File: src/rtl/imem_boot_loader_if.sv
// imem_boot_loader_if: byte-stream input and instruction-memory write port.
// The loader is the slave: it sinks the stream and drives the write port.
interface imem_boot_loader_if #(
    parameter int ADDR_W = 8
);
    logic [7:0]        in_byte;
    logic              in_valid;
    logic              in_ready;
    logic              mem_we;
    logic [ADDR_W-1:0] mem_waddr;
    logic [31:0]       mem_wdata;

    modport master (
        output in_byte,
        output in_valid,
        input  in_ready,
        input  mem_we,
        input  mem_waddr,
        input  mem_wdata
    );

    modport slave (
        input  in_byte,
        input  in_valid,
        output in_ready,
        output mem_we,
        output mem_waddr,
        output mem_wdata
    );
endinterface

File: src/rtl/imem_boot_loader.sv
// imem_boot_loader: fills the instruction memory from a byte stream, then
// releases the core. Define IMEM_BOOT_CHECKSUM_EN for the trailer checksum.
module imem_boot_loader #(
    parameter int ADDR_W = 8,
    parameter int DATA_W = 32
) (
    input  logic              clock,
    input  logic              reset_n,
    input  logic              start,
    input  logic [ADDR_W:0]   word_count,
    imem_boot_loader_if.slave bus,
    input  logic [63:0]       pc,
    output logic [ADDR_W-1:0] fetch_addr,
    output logic              fetch_fault,
    output logic              core_stall,
    output logic              load_done,
    output logic              load_error
);

`ifdef IMEM_BOOT_CHECKSUM_EN
    typedef enum logic [2:0] {
        S_IDLE,
        S_LOAD,
        S_DRAIN,
        S_RUN,
        S_ERR
    } state_t;
`else
    typedef enum logic [2:0] {
        S_IDLE,
        S_LOAD,
        S_DRAIN,
        S_RUN
    } state_t;
`endif

    localparam logic [ADDR_W:0] MAX_CNT = {1'b1, {ADDR_W{1'b0}}};

    state_t              state_q, state_d;
    logic [ADDR_W:0]     cnt_q, cnt_d;
    logic [ADDR_W-1:0]   widx_q, widx_d;
    logic [1:0]          bidx_q, bidx_d;
    logic [DATA_W-9:0]   asm_q, asm_d;
    logic                we_q, we_d;
    logic [ADDR_W-1:0]   waddr_q, waddr_d;
    logic [DATA_W-1:0]   wdata_q, wdata_d;
    logic                rdy_q, rdy_d;
    logic                stall_q, stall_d;
    logic                done_q, done_d;

`ifdef IMEM_BOOT_CHECKSUM_EN
    logic [DATA_W-1:0]   sum_q, sum_d;
    logic                trl_q, trl_d;
    logic                err_q, err_d;
`endif

    logic [ADDR_W:0]     cnt_sat;
    logic                accept;
    logic                last;
    logic [DATA_W-1:0]   word;
    logic                unused_pc;

    assign cnt_sat = (word_count > MAX_CNT) ? MAX_CNT : word_count;
    assign accept  = rdy_q & bus.in_valid & ~start;
    assign last    = ({1'b0, widx_q} == (cnt_q - 1'b1));
    assign word    = {bus.in_byte, asm_q};

    // Next-state, counter and write-port computation.
    always_comb begin
        state_d = state_q;
        cnt_d   = cnt_q;
        widx_d  = widx_q;
        bidx_d  = bidx_q;
        asm_d   = asm_q;
        we_d    = 1'b0;
        waddr_d = waddr_q;
        wdata_d = wdata_q;
`ifdef IMEM_BOOT_CHECKSUM_EN
        sum_d   = sum_q;
        trl_d   = trl_q;
`endif
        if (start) begin
            cnt_d  = cnt_sat;
            widx_d = '0;
            bidx_d = '0;
            asm_d  = '0;
`ifdef IMEM_BOOT_CHECKSUM_EN
            sum_d   = '0;
            trl_d   = (cnt_sat == '0);
            state_d = S_LOAD;
`else
            state_d = (cnt_sat == '0) ? S_RUN : S_LOAD;
`endif
        end else begin
            case (state_q)
                S_IDLE: ;
                S_LOAD: begin
                    if (accept) begin
                        bidx_d = bidx_q + 2'd1;
                        if (bidx_q != 2'd3) begin
                            asm_d[{bidx_q, 3'b000} +: 8] = bus.in_byte;
                        end else begin
                            asm_d = '0;
`ifdef IMEM_BOOT_CHECKSUM_EN
                            if (trl_q) begin
                                trl_d   = 1'b0;
                                state_d = (word == sum_q) ? S_DRAIN : S_ERR;
                            end else begin
                                we_d    = 1'b1;
                                waddr_d = widx_q;
                                wdata_d = word;
                                widx_d  = widx_q + 1'b1;
                                sum_d   = sum_q + word;
                                if (last) begin
                                    trl_d = 1'b1;
                                end
                            end
`else
                            we_d    = 1'b1;
                            waddr_d = widx_q;
                            wdata_d = word;
                            widx_d  = widx_q + 1'b1;
                            if (last) begin
                                state_d = S_DRAIN;
                            end
`endif
                        end
                    end
                end
                S_DRAIN: state_d = S_RUN;
                S_RUN: ;
`ifdef IMEM_BOOT_CHECKSUM_EN
                S_ERR: ;
`endif
                default: state_d = S_IDLE;
            endcase
        end
        rdy_d   = (state_d == S_LOAD);
        stall_d = (state_d != S_RUN);
        done_d  = (state_d == S_RUN);
`ifdef IMEM_BOOT_CHECKSUM_EN
        err_d   = (state_d == S_ERR);
`endif
    end

    // Single register bank for the FSM, counters and all registered outputs.
    always_ff @(posedge clock or negedge reset_n) begin
        if (!reset_n) begin
            state_q <= S_IDLE;
            cnt_q   <= '0;
            widx_q  <= '0;
            bidx_q  <= '0;
            asm_q   <= '0;
            we_q    <= 1'b0;
            waddr_q <= '0;
            wdata_q <= '0;
            rdy_q   <= 1'b0;
            stall_q <= 1'b1;
            done_q  <= 1'b0;
`ifdef IMEM_BOOT_CHECKSUM_EN
            sum_q   <= '0;
            trl_q   <= 1'b0;
            err_q   <= 1'b0;
`endif
        end else begin
            state_q <= state_d;
            cnt_q   <= cnt_d;
            widx_q  <= widx_d;
            bidx_q  <= bidx_d;
            asm_q   <= asm_d;
            we_q    <= we_d;
            waddr_q <= waddr_d;
            wdata_q <= wdata_d;
            rdy_q   <= rdy_d;
            stall_q <= stall_d;
            done_q  <= done_d;
`ifdef IMEM_BOOT_CHECKSUM_EN
            sum_q   <= sum_d;
            trl_q   <= trl_d;
            err_q   <= err_d;
`endif
        end
    end

    assign bus.in_ready  = rdy_q;
    assign bus.mem_we    = we_q;
    assign bus.mem_waddr = waddr_q;
    assign bus.mem_wdata = wdata_q;
    assign core_stall    = stall_q;
    assign load_done     = done_q;
`ifdef IMEM_BOOT_CHECKSUM_EN
    assign load_error    = err_q;
`else
    assign load_error    = 1'b0;
`endif

    // Fetch index is the word part of the byte PC; faults only matter in RUN.
    assign fetch_addr  = pc[ADDR_W+1:2];
    assign fetch_fault = done_q & (pc[1:0] != 2'b00);
    assign unused_pc   = ^pc[63:ADDR_W+2];

endmodule

File: src/flat_wrapper.sv
// flat-port wrapper written by rule: the top's interface ports become plain ports
module imem_boot_loader_flat 
#(
    parameter int ADDR_W = 8,
    parameter int DATA_W = 32
)
  (clock, reset_n, start, word_count, pc, fetch_addr, fetch_fault, core_stall, load_done, load_error, bus_in_byte, bus_in_valid, bus_in_ready, bus_mem_we, bus_mem_waddr, bus_mem_wdata);
  imem_boot_loader_if #(.ADDR_W(ADDR_W)) bus_i ();
  input  logic clock;
  input  logic reset_n;
  input  logic start;
  input  logic [ADDR_W:0] word_count;
  input  logic [63:0] pc;
  output logic [ADDR_W-1:0] fetch_addr;
  output logic fetch_fault;
  output logic core_stall;
  output logic load_done;
  output logic load_error;
  input wire logic [$bits(bus_i.in_byte)-1:0] bus_in_byte;
  input wire logic [$bits(bus_i.in_valid)-1:0] bus_in_valid;
  output wire logic [$bits(bus_i.in_ready)-1:0] bus_in_ready;
  output wire logic [$bits(bus_i.mem_we)-1:0] bus_mem_we;
  output wire logic [$bits(bus_i.mem_waddr)-1:0] bus_mem_waddr;
  output wire logic [$bits(bus_i.mem_wdata)-1:0] bus_mem_wdata;
  assign bus_i.in_byte = bus_in_byte;
  assign bus_i.in_valid = bus_in_valid;
  assign bus_in_ready = bus_i.in_ready;
  assign bus_mem_we = bus_i.mem_we;
  assign bus_mem_waddr = bus_i.mem_waddr;
  assign bus_mem_wdata = bus_i.mem_wdata;
  imem_boot_loader #(.ADDR_W(ADDR_W), .DATA_W(DATA_W)) u_core (.clock(clock), .reset_n(reset_n), .start(start), .word_count(word_count), .bus(bus_i), .pc(pc), .fetch_addr(fetch_addr), .fetch_fault(fetch_fault), .core_stall(core_stall), .load_done(load_done), .load_error(load_error));
endmodule
File: config.mk
export PLATFORM = sky130hd
export DESIGN_NAME = imem_boot_loader_flat
export DESIGN_NICKNAME = d
export VERILOG_FILES = /design/src/rtl/imem_boot_loader_if.sv /design/src/rtl/imem_boot_loader.sv /design/src/flat_wrapper.sv
export SDC_FILE = /design/constraint.sdc
export NUM_CORES = 1
export LEC_CHECK = 0
export ABC_AREA = 1
export BUFFER_PORTS_ARGS = -buffer_cell sky130_fd_sc_hd__buf_4
export CAP_MARGIN = 20
export CORE_MARGIN = 1
export CORE_UTILIZATION = 54
export CTS_CLUSTER_DIAMETER = 120
export DETAILED_ROUTE_END_ITERATION = 8
export PLACE_DENSITY = 0.91
export REMOVE_ABC_BUFFERS = 1
export SKIP_LAST_GASP = 1
export SLEW_MARGIN = 10
export SYNTH_ARGS = -nofsm -noshare
export SYNTH_HDL_FRONTEND = slang
export SYNTH_SLANG_ARGS = --single-unit
File: constraint.sdc
create_clock -name clock -period 2.7 [get_ports clock]
set_input_delay 0.81 -clock clock [delete_from_list [all_inputs] [get_ports clock]]
set_output_delay 0.81 -clock clock [all_outputs]
set_load 0.005 [all_outputs]
# Yosys cells after proc, flatten, opt, wreduce, memory -nomap -nowiden
# Index checks and enable logic that the tools add are counted.
dict set report word_totals {
  regBits 90
  inputBits 85
  out_inout_bits 54
  elab_cells 64
}
dict set report classes {
  add_sub_neg 4
  n_lt_le_gt_ge 1
  n_eq_ne 9
  shifts 2
  mux 23
  bitwise 5
  n_reduce_logical 9
}
# op count
set ops {}
lappend ops {{2-to-1 mux 24 bit} 4}
lappend ops {{2-to-1 mux 8 bit} 4}
lappend ops {{bitwise mux 24 bit} 1}
lappend ops {{variable shift 8 x 7 -> 24 bit, first input constant} 1}
lappend ops {{indexed part select 8 x 7 -> 24 bit} 1}
lappend ops {{2-to-1 mux 3 bit} 4}
lappend ops {{== test 3 x 2 -> 1 bit, second input constant} 3}
lappend ops {{== test 8 x 9 -> 1 bit} 1}
lappend ops {{greater-than comparator 9 bit, second input constant} 1}
lappend ops {{zero test 9 bit} 1}
lappend ops {{2-to-1 mux 9 bit} 1}
lappend ops {{case mux 3 bit (3 select lines)} 1}
lappend ops {{subtractor 9 x 1 -> 9 bit, second input constant} 1}
lappend ops {{adder 8 x 1 -> 8 bit, second input constant} 1}
lappend ops {{2-to-1 mux 2 bit} 4}
lappend ops {{negation 5 -> 7 bit} 1}
lappend ops {{== test 3 x 1 -> 1 bit, second input constant} 2}
lappend ops {{nonzero test 2 bit} 3}
lappend ops {{2-to-1 mux 1 bit} 4}
lappend ops {{!= test 2 bit, second input constant} 2}
lappend ops {{AND reduction 4 bit} 1}
lappend ops {{AND 1 bit} 3}
lappend ops {{zero test 3 bit} 1}
lappend ops {{!= test 3 x 2 -> 1 bit, second input constant} 1}
lappend ops {{5 further kinds} 6}

# Longest topological paths before layout
# Gate-level depths: netlist of run 1.
dict set report depth {
  ltp_word 8
  ltp_mapped 15
  mapped_depth_nobuf 15
}

# Worst setup path before layout of run 1
# OpenSTA, ideal clock, no wires.
dict set report synth_path {
  path_type {in2reg}
  startpoint {in bus_in_valid}
  endpoint {reg u_core.wdata_q[10] (netlist: u_core.bus.mem_wdata[10])}
  setup_ns 0.132
  arrival_time_ns 1.697
  slack_ns 0.872
  stages 9
  n_path_buf 2
  cell_sequence {nand2_1 -> nor2_1 -> nand2_1 -> nor2_2 -> inv_2 -> buf_2 -> buf_2 -> nand2_1 -> o21ai_0}
}
dict set report synth_via {
  elab_chain_cells 3
}
# item line_no
set synth_rtl {}
lappend synth_rtl {{from (decl)} flat_wrapper.sv:20} ;# input wire logic [$bits(bus_i.in_valid)-1:0] bus_in_valid;
lappend synth_rtl {{AND 1 bit (2 in series)} imem_boot_loader.sv:64} ;# assign accept = rdy_q & bus.in_valid & ~start;
lappend synth_rtl {{AND reduction 4 bit (no line)} -}
lappend synth_rtl {{to (signal assigned)} imem_boot_loader.sv:173} ;# wdata_q <= wdata_d;
lappend synth_rtl {{to (decl)} imem_boot_loader.sv:46} ;# logic [DATA_W-1:0] wdata_q, wdata_d;
# No other way between the ends.
# A chain may end at the register's enable or synchronous reset.

# Worst setup path after layout of run 1
dict set report layout_path {
  startpoint {in pc[1]}
  endpoint {out fetch_fault}
}
dict set report layout_via {
  elab_chain_cells 2
}
# item line_no
set layout_rtl {}
lappend layout_rtl {{from (decl)} flat_wrapper.sv:13} ;# input logic [63:0] pc;
lappend layout_rtl {{nonzero test 2 bit} imem_boot_loader.sv:199} ;# assign fetch_fault = done_q & (pc[1:0] != 2'b00);
lappend layout_rtl {{AND 1 bit} imem_boot_loader.sv:199}
lappend layout_rtl {{to (decl)} flat_wrapper.sv:15} ;# output logic fetch_fault;
# No other way between the ends.

==> metrics.yaml, run 1 <==
status: "finished, final reports clean"
synth.top_cell.area_share_pct: 54.2
worstRegToRegCells: 6
vias: 3354
yosys.area.top_type: "dfrtp_1"
yosysMostFrequentCell: "nand2_1"
die_x_um: 89.2
r2r_start: "u_core.bidx_q[0]$_DFFE_PN0P_"
peakVddDrop_mv: 0.320
antenna_left: 0
cap_violations: 0
wire_per_inst_um: 14.1
cts_resized: 0
track_usage_pct: 25.1
ys_warn_count: 0
drc: 0
clock_sink_count: 90
cts.clk_slew.worst_paths_ps: 90
synth_area_sq_mm: 0.00411
endpoint_kind: "primary output"
ys_seq_elements: 90
finalMaxSlewViolations: 0
grt.overflow.total: 0
finalSetupViolations: 0
fin_area_sq_mm: 0.00482
crit_top_cell: "buf_4"
p_per_area_mw_per_mm2: 515
hold_buffers: 0
path_cells: "buf_4, o21a_1, buf_4"
clk_latency_ps: 360
rows: 31
slowest_stage: "o21a_1"
worst_setup_path_start_kind: "primary input"
grt_pass1_vias: 3166
first_pass_iters: 5
rsz0062_at_grt: "false"
antenna_found_initial: 0
synth_cell_types: 32
postCtsSetupBuffers: 0
wl_met3_um: 751
critical_path_class: "in2out"
postPlaceCellArea_sq_mm: 0.00464
syn_inst: 482
ff2ff_setup_slack_ps: 700
fin_crit_sh_pct: 74.9
wl_mm: 9.06
postLayoutCoreUtil_pct: 66.0
core_area_sq_mm: 0.00729
cpPeakStageDelay_ps: 170
hold_viol_final: 0
drtIter0Drc: 181
initial_core_util_pct: 56.3
cp.required_ps: 1890
slew-limit-headroom_pct: 55.7
wl_met1_mm: 3.73
crit_arrival_ps: 1210
timing.final.ws_setup_ps: 678
antennaDiodeCount: 0
grt_max_degree: 80
synth-main-ff-cell: "dfrtp_1"
synth-seq-area-share_pct: 54.9
nets: 632
drt-vias-per-instance: 5.21
crit_fanout: 1
hpwl_mm: 6.51
worst_slew_pin_slew_ps: 664
synth-edff-count: 0
cts.path.max_buffers: 2
met2_length_mm: 4.20
die_area_sq_mm: 0.00796
htreeDepth: 3
syn_avg_cell_area_sq_um: 8.52
grt_pass1_wl_mm: 14.8
die_y_um: 89.2
top_layer_used: "met5"
setup-tns-final_ps: 0
async_flop_share_pct: 100
syn2layout_area_growth_pct: 17.3
finClkSkew_ps: 12.6
cts_made_buffers: 9
ioPinCount: 139
tritoncts: "done"
gp_congestion: 0.867
cellLeakagePower_nw: 2.40
ys_top_cells_by_area: "dfrtp_1 54%, nand2_1 10%, o21ai_0 8.2%, inv_1 5.5%, nand3_1 2.8%"
netlist_top_cells_count: "109 x nand2_1, 89 x dfrtp_1, 67 x o21ai_0"
cts-root-buf: "clkbuf_8"
dpl_worst_slack_ps: 436
portBuffers: 67
fmax_mhz: 495
r2r_end: "u_core.asm_q[16]$_DFFE_PN0P_"
hold_path.class: "in2async"
drive_gt1_share_pct: 20.9
period_minus_slack_ps: 2020
## power by group
part | leakage, nW | total [mW] | internal, mW | switching (mW)
logic | 1.09 | 0.251 | 0.0867 | 0.165
clock network | 0.0823 | 0.827 | 0.338 | 0.488
registers | 1.23 | 1.40 | 1.38 | 0.0230
total | 2.40 | 2.48 | 1.80 | 0.676
## flip-flops by register name (all words and copies together) (netlist names)
signal,cells
u_core.bus.mem_wdata,32
u_core.bus.mem_waddr,8
u_core.load_done,1
u_core.bus.mem_we,1
u_core.core_stall,1
u_core.widx_q,8
u_core.state_q,3
u_core.bidx_q,2
u_core.cnt_q,9
u_core.bus.in_ready,1
u_core.asm_q,24
## worst max-delay path by stage
stage,from,end,slack (ps),cells past startpoint
finish,pc[1],fetch_fault,680,3
CTS,pc[1],fetch_fault,680,3
global placement,start,u_core.widx_q[0]$_DFFE_PN0P_,470,8
detailed placement,start,u_core.bus.in_ready$_DFF_PN0_,440,8
floorplan,bus_in_valid,u_core.widx_q[0]$_DFFE_PN0P_,690,7
global route,u_core.cnt_q[0]$_DFFE_PN0P_,u_core.bus.in_ready$_DFF_PN0_,520,15
## worst max-delay path, delay by kind of cell
family / cells / cell delay [ps]
buffers and inverters: 2 / 240
AO/OA/AOI/OAI: 1 / 170
## cell families after synthesis
logic type | count (synthesis) | share of synthesized area, %
other cells | 1 | 0.0913
buf+inv | 93 | 9.57
simple gates | 201 | 21.8
fa+ha+maj | 6 | 1.83
flops | 90 | 54.9
compound gates | 88 | 11.2
xor+xnor | 3 | 0.640
## layout by cell type, fill, tap and decap left out, drive strengths merged, types with 9 or more instances in the layout
| master | synthesis | layout |
|---|---|---|
| nand2 | 114 | 114 |
| nor2 | 37 | 37 |
| o21ai | 77 | 77 |
| buf | 15 | 70 |
| nor3 | 13 | 13 |
| inv | 69 | 71 |
| nand3 | 24 | 24 |
| clkbuf | 8 | 9 |
| dfrtp | 89 | 89 |
| nand4 | 11 | 11 |
## layer usage
layer  vias to the layer above  GRT usage [%]
met5                         -           6.49
met4                         2           11.7
met3                        30           9.51
met2                       131           37.9
met1                      1551           31.8
li1                       1640              -
## stage by stage
stage / hold slack, ps / std cells / total power, mW
final: 338 / 644 / 2.48
after global routing: 356 / 644 / 2.59
after CTS: 345 / 644 / 2.48
after detailed placement: 474 / 629 / 1.68
after global placement: 467 / 629 / 1.66
after floorplan: 476 / 460 / 1.56
## cell type report
cell class,instances,area [sq um]
multi-input combinational,300,1460
fill,577,2480
tap,99,124
clock inverter,6,50.0
inverter,70,263
sequential,90,2250
timing repair buffer,70,538
clock buffer,9,124
(Power assumes the default switching activity.)
==> run 2: changes to the inputs <==
- CORE_UTILIZATION: 54 -> 50
- PLACE_DENSITY: 0.91 -> 0.85
- clock period: 2.7 -> 2 ns (I/O delays scaled with it)
==> run 2 against run 1 <==
Net effect:
- clock power increased by 52%
- die area increased by 7.8%
- register-to-register slack got worse by 540 ps
- design area increased by 2.5%
- combinational power increased by 42%
- critical path depth increased by 7
- global-route usage decreased by 1.9 points
- sequential share of layout area decreased by 1.1 points
- non-clock buffer count increased by 8
- clock skew about the same
- largest cell class unchanged
==> metrics.yaml, run 2 (synthesis results as in run 1) <==
status: "finished, final reports clean"
fin_area_sq_mm: 0.00494  # +2.5%
hold_buffers: 0  # unchanged
slowest_stage: "dfrtp_1"
postCtsSetupBuffers: 0  # unchanged
grt_max_degree: 35  # -56%
largest_reg_flops: 32  # unchanged
clk_latency_ps: 360  # about the same
multiInputGateArea_sq_mm: 0.00147  # +0.34%
gp_congestion: 0.849  # -2.1%
endpoint_kind: "register"
cts_resized: 0  # unchanged
cts-root-buf: "clkbuf_8"
portBuffers: 67  # unchanged
cellLeakagePower_nw: 2.47  # +2.8%
track_usage_pct: 23.2  # -1.9 points
core_area_sq_mm: 0.00785  # +7.6%
rows: 32  # +3.2%
rsz0062_at_grt: "false"
die_x_um: 92.6  # +3.8%
n_fill_cell: 664  # +15%
postPlaceCellArea_sq_mm: 0.00473  # +1.9%
drc: 0  # unchanged
drtIter0Drc: 164  # -9.4%
hpwl_mm: 6.87  # +5.5%
antennaDiodeCount: 0  # unchanged
die_area_sq_mm: 0.00858  # +7.8%
finalMaxSlewViolations: 0  # unchanged
grt_pass1_vias: 3280  # +3.6%
slew-limit-headroom_pct: 61.3  # +5.6 points
cp.required_ps: 2240  # +350 ps
fmax_mhz: 543
cp.buffers_inverters: 1  # -1
finalSetupViolations: 0  # unchanged
antenna_found_initial: 0  # unchanged
cpPeakStageDelay_ps: 440  # +270 ps
seqCellArea_sq_mm: 0.00225  # unchanged
peakVddDrop_mv: 0.616  # +93%
die_y_um: 92.6  # +3.8%
crit_arrival_ps: 2090  # +880 ps
grt_pass1_wl_mm: 15.4  # +4.1%
fin_crit_sh_pct: 92.2
vias: 3372  # +0.54%
final_common_cell: "nand2_1"
clock_sink_count: 90  # unchanged
first_pass_iters: 4  # -1
hold_viol_final: 0  # unchanged
syn2layout_area_growth_pct: 20.2
grt.overflow.total: 0  # unchanged
drt-vias-per-instance: 5.14  # -1.3%
crit_fanout: 4  # +3
wl_mm: 9.30  # +2.7%
p_per_area_mw_per_mm2: 712  # +38%
cts.clk_slew.worst_paths_ps: 90  # about the same
finClkSkew_ps: 12.5  # -0.0195 ps
layout_common_cells: "109 x nand2_1, 89 x dfrtp_1, 75 x buf_4, 67 x o21ai_0, 59 x inv_1"
cts_made_buffers: 9  # unchanged
htreeDepth: 3  # unchanged
cp_num_cells: 10  # +7
drive_gt1_share_pct: 22.6  # +1.6 points
cap_violations: 0  # unchanged
timing.hold.ws_ps: 162  # -176 ps
cts.path.max_buffers: 2  # unchanged
p_total_mw: 3.51  # +42%
critical_path_class: "reg2reg"
antenna_left: 0  # unchanged
worstRegToRegCells: 10  # +4
worst_setup_path_start_kind: "register"
path_cells: "inv_2, ha_2, xor2_1, nand2_1, nor2_1, nand2_1, nor2_2, nand3_1, a21oi_2, nor2_1"
hold_path.class: "in2async"
tritoncts: "done"
crit_family: "simple AND/OR/NAND/NOR gates"
period_minus_slack_ps: 1840
nets: 640  # +1.3%
setup-tns-final_ps: 0  # unchanged
wire_per_inst_um: 14.2  # +0.84%
ioPinCount: 139  # unchanged
worst_slew_pin_slew_ps: 580  # -83.8 ps
initial_core_util_pct: 52.3  # -4.0 points
run 2: cell count changes in the layout (fill, tap and decap cells not counted), sizes merged:
cell	change
buf	+8
bufinv	+1
clkbuf	+1
clkinv	-1
clkinvlp	-1
inv	+1
run 2: cell type report:
class                   count  share of cell area (%)
flip-flops and latches     90                    45.7
well taps                 102                    2.59
inverters                  70                    5.32
multi-input cells         300                    29.8
clock inverters             6                    1.47
clock buffers              10                    2.59
repair buffers             78                    12.6
run 2: final timing paths:
| check | from | to | slack, ps |
|---|---|---|---|
| max in group asynchronous | reset_n | u_core.core_stall$_DFF_PN1_ | 1210 |
| max | u_core.cnt_q[0]$_DFFE_PN0P_ | u_core.bus.in_ready$_DFF_PN0_ | 160 |
| min in group clock | word_count[6] | u_core.cnt_q[6]$_DFFE_PN0P_ | 470 |
| min reg2reg | u_core.bus.mem_wdata[14]$_DFFE_PN0P_ | u_core.bus.mem_wdata[14]$_DFFE_PN0P_ | 490 |
| min | reset_n | u_core.bus.mem_wdata[20]$_DFFE_PN0P_ | 160 |
| max reg2reg | u_core.cnt_q[0]$_DFFE_PN0P_ | u_core.bus.in_ready$_DFF_PN0_ | 160 |
run 2: report_power, final:
part / total (mW) / switching (mW) / internal (mW)
Sequential: 1.89 / 0.0318 / 1.86
Clock: 1.26 / 0.669 / 0.594
Combinational: 0.357 / 0.230 / 0.127
run 2: through the flow:
stage / setup slack, ps / std cells / utilization, %
finish: 157 / 656 / 62.9
detailed placement: 133 / 640 / 60.3
global placement: 181 / 640 / 60.3
global route: 9.63 / 656 / 62.9
floorplan: 200 / 460 / -
CTS: 111 / 656 / 62.8
run 2: routing by layer:
metal / part of all wire, % / global-route usage [%] / wire length, um
met3: 7.1 / 6.81 / 663
met5: 0 / 0 / 0
met4: 2.4 / 11.3 / 222
met2: 48 / 36.1 / 4470
met1: 42 / 29.7 / 3940
